[src/rtl/pattern_dac_gen_pkg.sv]
`default_nettype none
// ============================================================================
//  pattern_dac_pkg
//  Shared state encoding and reset-code helper for the pattern DAC blocks.
//  Revision: 1.0
// ============================================================================
package pattern_dac_pkg;

    typedef enum logic [2:0] {
        ST_IDLE   = 3'd0,
        ST_ACTIVE = 3'd1,
        ST_GAP    = 3'd2,
        ST_DONE   = 3'd3
    } state_e;

    // Mid-scale minus one: the DAC's quiet code for an offset-binary bus.
    function automatic int unsigned rst_code_default(input int unsigned dac_w);
        return (32'd1 << (dac_w - 1)) - 32'd1;
    endfunction

endpackage
`default_nettype wire

[src/rtl/pattern_dac_gen_if.sv]
`default_nettype none
// ============================================================================
//  pattern_dac_gen_if
//  Control/config inputs and DAC-side outputs of the pattern DAC generator.
//  Revision: 1.0
// ============================================================================
interface pattern_dac_gen_if #(
    parameter int PAT_WIDTH = 16,
    parameter int DAC_WIDTH = 14,
    parameter int DUTY_W    = 8,
    parameter int GAP_W     = 16,
    parameter int CNT_W     = 8
);
    localparam int IDX_W = $clog2(PAT_WIDTH);

    logic                 pwm_en;
    logic                 abort;
    logic [DUTY_W-1:0]    duty_num;
    logic [GAP_W-1:0]     gap_num;
    logic [CNT_W-1:0]     pulse_num;
    logic [PAT_WIDTH-1:0] pat;
    logic [IDX_W-1:0]     pat_len;
    logic [DAC_WIDTH-1:0] level_hi;
    logic [DAC_WIDTH-1:0] level_lo;
    logic [DAC_WIDTH-1:0] idle_code;
    logic [DAC_WIDTH-1:0] dac_data;
    logic                 pwm_out;
    logic                 busy;
    logic                 done;

    modport master (
        output pwm_en, abort, duty_num, gap_num, pulse_num, pat, pat_len,
               level_hi, level_lo, idle_code,
        input  dac_data, pwm_out, busy, done
    );

    modport slave (
        input  pwm_en, abort, duty_num, gap_num, pulse_num, pat, pat_len,
               level_hi, level_lo, idle_code,
        output dac_data, pwm_out, busy, done
    );
endinterface
`default_nettype wire

[src/rtl/pattern_dac_gen_en_edge_det.sv]
`default_nettype none
// ============================================================================
//  en_edge_det
//  Registers an enable level and flags its rising and falling edges.
//  Revision: 1.0
// ============================================================================
module en_edge_det #(
    // Resetting to 1 means an enable already high at reset release is not an edge.
    parameter logic RST_VAL = 1'b1
) (
    input  wire  clk,
    input  wire  rst_n,
    input  wire  en,
    output logic rise,
    output logic fall
);
    logic last_en_q;
    logic last_en_d;

    always_comb begin
        last_en_d = en;
    end

    always_ff @(posedge clk or negedge rst_n) begin
        if (!rst_n) begin
            last_en_q <= RST_VAL;
        end else begin
            last_en_q <= last_en_d;
        end
    end

    assign rise = en & ~last_en_q;
    assign fall = ~en & last_en_q;
endmodule
`default_nettype wire

[src/rtl/pattern_dac_gen.sv]
`default_nettype none
// ============================================================================
//  pattern_dac_gen
//  Serialises a programmable bit pattern onto a DAC bus in repeated bursts.
//  Revision: 1.0
// ============================================================================
module pattern_dac_gen
    import pattern_dac_pkg::*;
#(
    parameter int PAT_WIDTH = 16,
    parameter int DAC_WIDTH = 14,
    parameter int DUTY_W    = 8,
    parameter int GAP_W     = 16,
    parameter int CNT_W     = 8,
    parameter logic [DAC_WIDTH-1:0] RST_CODE = DAC_WIDTH'(rst_code_default(DAC_WIDTH))
) (
    input  wire               clk,
    input  wire               rst_n,
    pattern_dac_gen_if.slave  bus
);
    localparam int IDX_W = $clog2(PAT_WIDTH);

    state_e               state_q, state_d;
    logic                 start_q, start_d;
    logic                 pwm_q, pwm_d;
    logic                 busy_q, busy_d;
    logic                 done_q, done_d;
    logic [DAC_WIDTH-1:0] dac_q, dac_d;
    logic [DUTY_W-1:0]    duty_cnt_q, duty_cnt_d;
    logic [GAP_W-1:0]     gap_cnt_q, gap_cnt_d;
    logic [CNT_W-1:0]     burst_cnt_q, burst_cnt_d;
    logic [IDX_W-1:0]     bit_idx_q, bit_idx_d;
    logic                 stop_req_q, stop_req_d;
    logic                 stop_abort_q, stop_abort_d;
    logic [DUTY_W-1:0]    duty_sh_q, duty_sh_d;
    logic [GAP_W-1:0]     gap_sh_q, gap_sh_d;
    logic [CNT_W-1:0]     pulse_sh_q, pulse_sh_d;
    logic [PAT_WIDTH-1:0] pat_sh_q, pat_sh_d;
    logic [IDX_W-1:0]     len_sh_q, len_sh_d;
    logic [DAC_WIDTH-1:0] hi_sh_q, hi_sh_d;
    logic [DAC_WIDTH-1:0] lo_sh_q, lo_sh_d;

    logic rise, fall;
    logic bit_end, last_bit, gap_end, burst_hit, go_done;

    en_edge_det #(.RST_VAL(1'b1)) u_edge (
        .clk   (clk),
        .rst_n (rst_n),
        .en    (bus.pwm_en),
        .rise  (rise),
        .fall  (fall)
    );

    // A duty of 0 behaves as 1, so the terminal count is clamped at 0.
    assign bit_end   = (duty_cnt_q == ((duty_sh_q == '0) ? '0 : duty_sh_q - DUTY_W'(1)));
    assign last_bit  = (bit_idx_q == len_sh_q);
    assign gap_end   = (gap_cnt_q == gap_sh_q - GAP_W'(1));
    assign burst_hit = (pulse_sh_q != '0) &&
                       (({1'b0, burst_cnt_q} + (CNT_W+1)'(1)) == {1'b0, pulse_sh_q});

    always_comb begin
        state_d      = state_q;
        start_d      = 1'b0;
        pwm_d        = pwm_q;
        done_d       = 1'b0;
        duty_cnt_d   = duty_cnt_q;
        gap_cnt_d    = gap_cnt_q;
        burst_cnt_d  = burst_cnt_q;
        bit_idx_d    = bit_idx_q;
        stop_req_d   = stop_req_q;
        stop_abort_d = stop_abort_q;
        duty_sh_d    = duty_sh_q;
        gap_sh_d     = gap_sh_q;
        pulse_sh_d   = pulse_sh_q;
        pat_sh_d     = pat_sh_q;
        len_sh_d     = len_sh_q;
        hi_sh_d      = hi_sh_q;
        lo_sh_d      = lo_sh_q;
        go_done      = 1'b0;

        if (fall && (state_q == ST_ACTIVE || state_q == ST_GAP)) begin
            stop_req_d   = 1'b1;
            stop_abort_d = bus.abort;
        end

        case (state_q)
            ST_IDLE: begin
                if (start_q) begin
                    state_d     = ST_ACTIVE;
                    bit_idx_d   = '0;
                    duty_cnt_d  = '0;
                    burst_cnt_d = '0;
                    pwm_d       = pat_sh_q[0];
                end else if (rise) begin
                    start_d    = 1'b1;
                    duty_sh_d  = bus.duty_num;
                    gap_sh_d   = bus.gap_num;
                    pulse_sh_d = bus.pulse_num;
                    pat_sh_d   = bus.pat;
                    len_sh_d   = bus.pat_len;
                    hi_sh_d    = bus.level_hi;
                    lo_sh_d    = bus.level_lo;
                end
            end
            ST_ACTIVE: begin
                if (stop_req_q && stop_abort_q) begin
                    go_done = 1'b1;
                end else if (!bit_end) begin
                    duty_cnt_d = duty_cnt_q + DUTY_W'(1);
                end else begin
                    duty_cnt_d = '0;
                    if (!last_bit) begin
                        bit_idx_d = bit_idx_q + IDX_W'(1);
                        pwm_d     = pat_sh_q[bit_idx_d];
                    end else if (burst_hit || stop_req_q) begin
                        go_done = 1'b1;
                    end else begin
                        if (pulse_sh_q != '0) begin
                            burst_cnt_d = burst_cnt_q + CNT_W'(1);
                        end
                        bit_idx_d = '0;
                        if (gap_sh_q == '0) begin
                            pwm_d = pat_sh_q[0];
                        end else begin
                            state_d   = ST_GAP;
                            gap_cnt_d = '0;
                            pwm_d     = 1'b0;
                        end
                    end
                end
            end
            ST_GAP: begin
                if (stop_req_q) begin
                    go_done = 1'b1;
                end else if (gap_end) begin
                    state_d    = ST_ACTIVE;
                    bit_idx_d  = '0;
                    duty_cnt_d = '0;
                    pwm_d      = pat_sh_q[0];
                end else begin
                    gap_cnt_d = gap_cnt_q + GAP_W'(1);
                end
            end
            ST_DONE: begin
                state_d    = ST_IDLE;
                pwm_d      = 1'b0;
                stop_req_d = 1'b0;
            end
            default: begin
                state_d = ST_IDLE;
                pwm_d   = 1'b0;
            end
        endcase

        // Final-burst end and a pending stop both land here: one DONE only.
        if (go_done) begin
            state_d    = ST_DONE;
            pwm_d      = 1'b0;
            done_d     = 1'b1;
            stop_req_d = 1'b0;
        end

        busy_d = (state_d != ST_IDLE);
        if (state_d == ST_IDLE) begin
            dac_d = bus.idle_code;
        end else begin
            dac_d = pwm_d ? hi_sh_q : lo_sh_q;
        end
    end

    always_ff @(posedge clk or negedge rst_n) begin
        if (!rst_n) begin
            state_q      <= ST_IDLE;
            start_q      <= 1'b0;
            pwm_q        <= 1'b0;
            busy_q       <= 1'b0;
            done_q       <= 1'b0;
            dac_q        <= RST_CODE;
            duty_cnt_q   <= '0;
            gap_cnt_q    <= '0;
            burst_cnt_q  <= '0;
            bit_idx_q    <= '0;
            stop_req_q   <= 1'b0;
            stop_abort_q <= 1'b0;
            duty_sh_q    <= '0;
            gap_sh_q     <= '0;
            pulse_sh_q   <= '0;
            pat_sh_q     <= '0;
            len_sh_q     <= '0;
            hi_sh_q      <= '0;
            lo_sh_q      <= '0;
        end else begin
            state_q      <= state_d;
            start_q      <= start_d;
            pwm_q        <= pwm_d;
            busy_q       <= busy_d;
            done_q       <= done_d;
            dac_q        <= dac_d;
            duty_cnt_q   <= duty_cnt_d;
            gap_cnt_q    <= gap_cnt_d;
            burst_cnt_q  <= burst_cnt_d;
            bit_idx_q    <= bit_idx_d;
            stop_req_q   <= stop_req_d;
            stop_abort_q <= stop_abort_d;
            duty_sh_q    <= duty_sh_d;
            gap_sh_q     <= gap_sh_d;
            pulse_sh_q   <= pulse_sh_d;
            pat_sh_q     <= pat_sh_d;
            len_sh_q     <= len_sh_d;
            hi_sh_q      <= hi_sh_d;
            lo_sh_q      <= lo_sh_d;
        end
    end

    assign bus.dac_data = dac_q;
    assign bus.pwm_out  = pwm_q;
    assign bus.busy     = busy_q;
    assign bus.done     = done_q;
endmodule
`default_nettype wire

[src/flat_wrapper.sv]
// flat-port wrapper written by rule: the top's interface ports become plain ports
module pattern_dac_gen_flat import pattern_dac_pkg::*;
#(
    parameter int PAT_WIDTH = 16,
    parameter int DAC_WIDTH = 14,
    parameter int DUTY_W    = 8,
    parameter int GAP_W     = 16,
    parameter int CNT_W     = 8,
    parameter logic [DAC_WIDTH-1:0] RST_CODE = DAC_WIDTH'(rst_code_default(DAC_WIDTH))
)
  (clk, rst_n, bus_pwm_en, bus_abort, bus_duty_num, bus_gap_num, bus_pulse_num, bus_pat, bus_pat_len, bus_level_hi, bus_level_lo, bus_idle_code, bus_dac_data, bus_pwm_out, bus_busy, bus_done);
  pattern_dac_gen_if #(.PAT_WIDTH(PAT_WIDTH), .DAC_WIDTH(DAC_WIDTH), .DUTY_W(DUTY_W), .GAP_W(GAP_W), .CNT_W(CNT_W)) bus_i ();
  input  wire clk;
  input  wire rst_n;
  input wire logic [$bits(bus_i.pwm_en)-1:0] bus_pwm_en;
  input wire logic [$bits(bus_i.abort)-1:0] bus_abort;
  input wire logic [$bits(bus_i.duty_num)-1:0] bus_duty_num;
  input wire logic [$bits(bus_i.gap_num)-1:0] bus_gap_num;
  input wire logic [$bits(bus_i.pulse_num)-1:0] bus_pulse_num;
  input wire logic [$bits(bus_i.pat)-1:0] bus_pat;
  input wire logic [$bits(bus_i.pat_len)-1:0] bus_pat_len;
  input wire logic [$bits(bus_i.level_hi)-1:0] bus_level_hi;
  input wire logic [$bits(bus_i.level_lo)-1:0] bus_level_lo;
  input wire logic [$bits(bus_i.idle_code)-1:0] bus_idle_code;
  output wire logic [$bits(bus_i.dac_data)-1:0] bus_dac_data;
  output wire logic [$bits(bus_i.pwm_out)-1:0] bus_pwm_out;
  output wire logic [$bits(bus_i.busy)-1:0] bus_busy;
  output wire logic [$bits(bus_i.done)-1:0] bus_done;
  assign bus_i.pwm_en = bus_pwm_en;
  assign bus_i.abort = bus_abort;
  assign bus_i.duty_num = bus_duty_num;
  assign bus_i.gap_num = bus_gap_num;
  assign bus_i.pulse_num = bus_pulse_num;
  assign bus_i.pat = bus_pat;
  assign bus_i.pat_len = bus_pat_len;
  assign bus_i.level_hi = bus_level_hi;
  assign bus_i.level_lo = bus_level_lo;
  assign bus_i.idle_code = bus_idle_code;
  assign bus_dac_data = bus_i.dac_data;
  assign bus_pwm_out = bus_i.pwm_out;
  assign bus_busy = bus_i.busy;
  assign bus_done = bus_i.done;
  pattern_dac_gen #(.PAT_WIDTH(PAT_WIDTH), .DAC_WIDTH(DAC_WIDTH), .DUTY_W(DUTY_W), .GAP_W(GAP_W), .CNT_W(CNT_W), .RST_CODE(RST_CODE)) u_core (.clk(clk), .rst_n(rst_n), .bus(bus_i));
endmodule
[config.mk]
export PLATFORM = sky130hd
export DESIGN_NAME = pattern_dac_gen_flat
export DESIGN_NICKNAME = d
export VERILOG_FILES = /design/src/rtl/pattern_dac_gen_pkg.sv /design/src/rtl/pattern_dac_gen_if.sv /design/src/rtl/pattern_dac_gen_en_edge_det.sv /design/src/rtl/pattern_dac_gen.sv /design/src/flat_wrapper.sv
export SDC_FILE = /design/constraint.sdc
export NUM_CORES = 1
export LEC_CHECK = 0
export CAP_MARGIN = 25
export CORE_MARGIN = 1
export CORE_UTILIZATION = 25
export CTS_CLUSTER_DIAMETER = 60
export DETAILED_ROUTE_END_ITERATION = 12
export PLACE_DENSITY = 0.54
export SLEW_MARGIN = 20
export SYNTH_ARGS = -nofsm -noshare
export SYNTH_HDL_FRONTEND = slang
export SYNTH_SLANG_ARGS = --single-unit
[constraint.sdc]
create_clock -name clk -period 4.7 [get_ports clk]
set_input_delay 0.94 -clock clk [delete_from_list [all_inputs] [get_ports clk]]
set_output_delay 0.94 -clock clk [all_outputs]
set_load 0.02 [all_outputs]
# [Word level (Yosys, flattened, before mapping)]
# Index checks and enable logic that the tools add are counted.
[word_totals] register_bits=140 inputBits=98 elab_cells=137
[op_classes] add_sub_neg=7 magnitude_cmp=1 n_eq_ne=18 n_mux=66 n_bitwise=5 n_reduce_logical=20
[op_table] operator="$mux 16" n=7
[op_table] operator="$mux 8" n=11
[op_table] operator="$pmux 16 s2" n=1
[op_table] operator="$mux 14" n=2
[op_table] operator="$mux 4" n=7
[op_table] operator="$mux 3" n=9
[op_table] operator="$pmux 8 s3" n=1
[op_table] operator="$mux 1" n=22
[op_table] operator="$add 16x1->16 const B" n=1
[op_table] operator="$add 8x1->8 const B" n=2
[op_table] operator="$eq 16x16->1" n=1
[op_table] operator="$logic_not 16->1" n=1
[op_table] operator="$pmux 8 s2" n=1
[op_table] operator="$sub 16x1->16 const B" n=1
[op_table] operator="$reduce_and 7->1" n=2
[op_table] operator="$ne 2x2->1 const B" n=6
[op_table] operator="$pmux 4 s3" n=1
[op_table] operator="$add 8x1->9 const B" n=1
[op_table] operator="$eq 9x8->1" n=1
[op_table] operator="$pmux 3 s3" n=1
[op_table] operator="$reduce_bool 3->1" n=3
[op_table] operator="$eq 8x8->1" n=1
[op_table] operator="$logic_not 8->1" n=1
[op_table] operator="$ne 2x1->1 const B" n=4
[op_table] operator="other kinds (20)" n=29

# [Depth between registers and ports, before layout]
[depth] word_depth=12 ltp_mapped=14 ltp_nobuf=12

# [Cells and area by module]
# A second synthesis with hierarchy kept.
[hier_totals] hier_cells=844 area_unflattened_um2=7592.3
[modules_own_cells] module="pattern_dac_gen" instances=1 cells_each=841 area_each_um2=7551.0 seq_area_each_um2=3494.6
[modules_own_cells] module="en_edge_det" instances=1 cells_each=3 area_each_um2=41.3 seq_area_each_um2=26.3

# [Least setup slack after synthesis]
# OpenSTA, ideal clock, no wires.
[synth_timing] path_kind="reg-to-reg" from="register u_core.gap_sh_q[0]" to="register u_core.dac_q[10], in the netlist u_core.bus.dac_data[10]" arrival_time_ps=3506 setup_slack_ps=1101 path_stages_with_launch=14 n_path_buf=2 path_cell_list="dfrtp_1 > inv_1 > ha_1 > clkbuf_1 > or3b_2 > nor4_1 > nor3b_1 > a2111o_1 > a2111oi_4 > mux2i_1 > nor4_4 > buf_6 > mux2i_1 > a21oi_1"
[synth_via] elab_chain_cells=10 elab_cells_between_ends=24
[synth_rtl] item="start: declaration" line="pattern_dac_gen.sv:36" rtl="logic [GAP_W-1:0] gap_sh_q, gap_sh_d;"
[synth_rtl] item="start signal: assignment" line="pattern_dac_gen.sv:206" rtl="gap_sh_q <= gap_sh_d;"
[synth_rtl] item="branches (longest 6 deep; another with $sub 16x1->16)"
[synth_rtl] item="$pmux 1 s3 *" line="pattern_dac_gen.sv:86" rtl="case (state_q)"
[synth_rtl] item="$mux 1 *" line="pattern_dac_gen.sv:156" rtl="if (go_done) begin"
[synth_rtl] item="net u_core.pwm_d" line="pattern_dac_gen.sv:25" rtl="logic pwm_q, pwm_d;"
[synth_rtl] item="$mux 14 *" line="pattern_dac_gen.sv:167" rtl="dac_d = pwm_d ? hi_sh_q : lo_sh_q;"
[synth_rtl] item="$mux 14 *" line="pattern_dac_gen.sv:164" rtl="if (state_d == ST_IDLE) begin"
[synth_rtl] item="net u_core.dac_d[10]" line="pattern_dac_gen.sv:28" rtl="logic [DAC_WIDTH-1:0] dac_q, dac_d;"
[synth_rtl] item="end signal: assignment" line="pattern_dac_gen.sv:178" rtl="dac_q <= RST_CODE;"
[synth_rtl] item="end signal: assignment" line="pattern_dac_gen.sv:198" rtl="dac_q <= dac_d;"
[synth_rtl] item="end: declaration" line="pattern_dac_gen.sv:28"
# Mark *: on every way through the listed nets, which the timed path passes.
# A chain may end at the register's enable or synchronous reset.

# [Worst setup path in the final report]
[layout_timing] from="register u_core.duty_sh_q[0]" to="register u_core.burst_cnt_q[5]"
[layout_via] elab_chain_cells=5 elab_cells_between_ends=6
[layout_rtl] item="start: declaration" line="pattern_dac_gen.sv:35" rtl="logic [DUTY_W-1:0] duty_sh_q, duty_sh_d;"
[layout_rtl] item="start signal: assignment" line="pattern_dac_gen.sv:205" rtl="duty_sh_q <= duty_sh_d;"
[layout_rtl] item="$sub 8x1->8 or $logic_not 8->1 (tied branches)" line="pattern_dac_gen.sv:55" rtl="assign bit_end = (duty_cnt_q == ((duty_sh_q == '0) ? '0 : duty_sh_q - DUTY_W'(1)));"
[layout_rtl] item="$mux 8 *" line="pattern_dac_gen.sv:55"
[layout_rtl] item="$eq 8x8->1 *" line="pattern_dac_gen.sv:55"
[layout_rtl] item="$ne 2x1->1 (no source line) *"
[layout_rtl] item="$reduce_and 7->1 (no source line) *"
[layout_rtl] item="end signal: assignment" line="pattern_dac_gen.sv:201" rtl="burst_cnt_q <= burst_cnt_d;"
[layout_rtl] item="end: declaration" line="pattern_dac_gen.sv:31" rtl="logic [CNT_W-1:0] burst_cnt_q, burst_cnt_d;"
# Every way passes the cells marked *; elsewhere a longest branch is shown, timed or not.

==> impl_metrics.json <==
{
  "status": "finished clean",
  "worstPathCellList": "inv_1 > ha_1 > nor4b_1 > nand2_1 > or3_1 > a222oi_1 > and3_1 > nand4_1 > a211o_1 > or2_2 > o41ai_1",
  "hpwl_um": 13900,
  "fin_crit_ns": 3.82,
  "grt.total_usage_pct": 13.6,
  "cts_resized": 0,
  "skew_ns": 0.0154,
  "dieWidth_um": 175,
  "area_growth_pct": 28.6,
  "grt_use_met1_pct": 18.0,
  "firstDrtPassIters": 4,
  "setup_tns_ns": 0,
  "core-area_sq_um": 29000,
  "rsz0062_at_grt": "no",
  "ys_ff_latch": 140,
  "grt_util_met3_pct": 5.27,
  "start_kind": "flip-flop",
  "wl_per_cell_um": 14.9,
  "worstPathArrival_ns": 4.14,
  "cts.sinks": 140,
  "final.period_utilization_pct": 81.3,
  "final_layout_size_suffix_gt1_share_pct": 8.85,
  "viasPerCell": 4.56,
  "worst_path_max_delay_cell": "a211o_1",
  "yosys_most_used_dff": "dfrtp_1",
  "grt_pass1_wl_um": 32800,
  "yosys_warnings": 0,
  "maxCapViolCount": 0,
  "cts_buffers": 17,
  "ys_seq_area_share_pct": 47.1,
  "htreeDepth": 4,
  "syn-cell-area_sq_um": 7470,
  "post-route-util_pct": 33.1,
  "yosysTopAreaCell": "dfrtp_1",
  "grt_pass1_vias": 6127,
  "synth.top_cell.area_share_pct": 42.2,
  "hold_violations": 0,
  "slew_violations": 0,
  "power_density_nw_per_um2": 383,
  "post_cts_buffers": 0,
  "grt-ovfl-total": 0,
  "ioPinCount": 115,
  "wl_um": 20100,
  "hold_path_class": "flip-flop to flip-flop",
  "clock-root-buffer": "clkbuf_16",
  "numPortBuffers": 114,
  "avgSynthCellArea_sq_um": 8.84,
  "grt_use_met2_pct": 20.6,
  "setup_violations": 0,
  "clock_path_buffers": 2,
  "drt_iter0_drc": 357,
  "critical_path.max_stage_delay_ns": 0.45,
  "antenna_found_initial": 1,
  "busiest_layer": "met2",
  "syn_nets": 949,
  "tritoncts": "done",
  "start_util_pct": 25.7,
  "path_clk_slew_ns": 0.07,
  "fmax_mhz": 262,
  "vias": 6138,
  "drc_errors": 0,
  "endpoint_kind": "flip-flop",
  "die_h_um": 175,
  "worstSetupPathType": "flip-flop to flip-flop",
  "synth_edf_count": 0,
  "postRouteAntennaNets": 0,
  "synthTopCellsByArea": "dfrtp_1 42%, nand2_1 14%, dfstp_2 4.9%",
  "worst_slew_pin_slew_ns": 0.950,
  "final_nets": 1051,
  "grt_max_degree": 83,
  "async_flop_share_pct": 100,
  "insertion_delay_ns": 0.43,
  "required_ns": 5.02,
  "synthCells": 845,
  "cts_hold_buf": 0,
  "ir_drop_mv": 0.242,
  "slew_headroom_pct": 35.8,
  "p_leak_uw": 0.00416,
  "synthDistinctLibCells": 65,
  "die-area_sq_um": 30600,
  "finalPower_uw": 3670,
  "crit_fanout": 12,
  "place.gp.congestion": 0.804,
  "std_cell_rows": 62
}
## cells in the final DEF, fill, tap and decap left out, drive strengths merged, types with 14 or more instances in the layout
master	synthesis	layout
o21ai	27	27
inv	15	24
clkbuf	39	18
clkdlybuf4s50	0	113
dfrtp	126	126
xnor2	36	36
a211oi	15	15
nand3	18	18
dfstp	14	14
nor2	52	52
a21oi	26	26
xor2	18	18
mux2i	17	17
nand2	272	272
## synth_stat cells, types with 3 or more instances
| library cell | instances |
|---|---|
| xor2_1 | 18 |
| a31oi_1 | 5 |
| nor3b_1 | 6 |
| and4_1 | 3 |
| a211oi_1 | 15 |
| nor4_4 | 3 |
| ha_1 | 6 |
| clkbuf_1 | 39 |
| or2_2 | 9 |
| inv_1 | 15 |
| o31ai_1 | 6 |
| xnor2_1 | 36 |
| nand4_1 | 8 |
| nor4_1 | 10 |
| or4_1 | 3 |
| nand2b_1 | 4 |
| nand3_1 | 18 |
| and3_1 | 8 |
| nand2_1 | 272 |
| o41ai_1 | 3 |
| nor2b_1 | 7 |
| o211ai_1 | 4 |
| mux4_2 | 5 |
| nor2_1 | 52 |
| mux2i_1 | 17 |
| or3_1 | 10 |
| dfstp_2 | 14 |
| o21ai_0 | 27 |
| a211o_1 | 6 |
| nor4b_1 | 7 |
| nor3_1 | 9 |
| a21oi_1 | 26 |
| and2_1 | 7 |
| dfrtp_1 | 126 |
## path summary, 6_finish.rpt
check / startpoint / end / slack (ns) / cells past startpoint
max: u_core.duty_sh_q[0] / u_core.burst_cnt_q[5] / 0.88 / 11
min: u_core.pat_sh_q[6] / u_core.pat_sh_q[6] / 0.47 / 2
max reg2reg: u_core.duty_sh_q[0] / u_core.burst_cnt_q[5] / 0.88 / 11
min reg2reg: u_core.pat_sh_q[6] / u_core.pat_sh_q[6] / 0.47 / 2
max in group asynchronous: rst_n / u_core.bus.dac_data[5] / 3.19 / 2
min in group asynchronous: rst_n / u_core.pat_sh_q[11] / 0.53 / 1
## through the flow
step | cell area [sq um] | setup slack (ns) | hold slack [ns] | instances
6_report | 9610 | 0.880 | 0.468 | 1345
5_1_grt | 9600 | 0.412 | 0.491 | 1344
4_1_cts | 9600 | 0.859 | 0.474 | 1344
3_5_place_dp | 9020 | 0.892 | 0.457 | 1312
3_3_place_gp | 9000 | 0.836 | 0.453 | 1310
2_1_floorplan | 7470 | 1.10 | 0.440 | 845
## report_power, final
part	internal [uW]	total [uW]	switching (uW)	leakage (uW)
Combinational	368	744	376	0.00210
Sequential	1390	1580	193	0.00178
Clock	752	1350	598	0.000281
Total	2510	3670	1170	0.00416
## per-layer routing
metal	routed length [um]	part of all wire (%)
met1	9560	48
met3	1570	7.8
met2	8740	44
met4	193	0.96
met5	0	0
## registers in the layout (all words and copies together) (netlist names)
name and cells:
u_core.gap_cnt_q 16, u_core.gap_sh_q 16, u_core.pat_sh_q 16, u_core.bus.dac_data 14
u_core.hi_sh_q 14, u_core.lo_sh_q 14, u_core.burst_cnt_q 8, u_core.duty_cnt_q 8
u_core.duty_sh_q 8, u_core.pulse_sh_q 8, u_core.bit_idx_q 4, u_core.len_sh_q 4
u_core.state_q 3, u_core.bus.busy 1, u_core.bus.done 1, u_core.bus.pwm_out 1
u_core.start_q 1, u_core.stop_abort_q 1, u_core.stop_req_q 1, u_core.u_edge.last_en_q 1
## cell families (layout without fill, tap and decap cells)
| logic type | count (synthesis) | in the layout | synth area share (%) |
|---|---|---|---|
| fa+ha+maj | 6 | 6 | 1.01 |
| buf+inv | 58 | 173 | 3.15 |
| simple gates | 446 | 446 | 27.5 |
| mux | 24 | 24 | 4.09 |
| xor+xnor | 54 | 54 | 6.33 |
| other cells | 1 | 2 | 0.0502 |
| compound gates | 116 | 116 | 10.7 |
| flops | 140 | 140 | 47.1 |
## worst max-delay path: cells and delay by family (launching register included)
kind | cells | cell delay, ns
buffers and inverters | 1 | 0.10
flip-flops | 1 | 0.42
AO/OA/AOI/OAI | 3 | 1.11
adder cells (fa/ha/maj) | 1 | 0.21
AND/OR/NAND/NOR | 6 | 1.85
## cell type report
type	instances	area, sq um
Clock inverter	14	153
Multi-Input combinational cell	647	3710
Inverter	15	56.3
Timing Repair Buffer	126	1250
Clock buffer	18	429
Sequential cell	140	3520
Antenna cell	1	2.50
Tap cell	384	480
Fill cell	3047	19400
(Power assumes the default switching activity.)
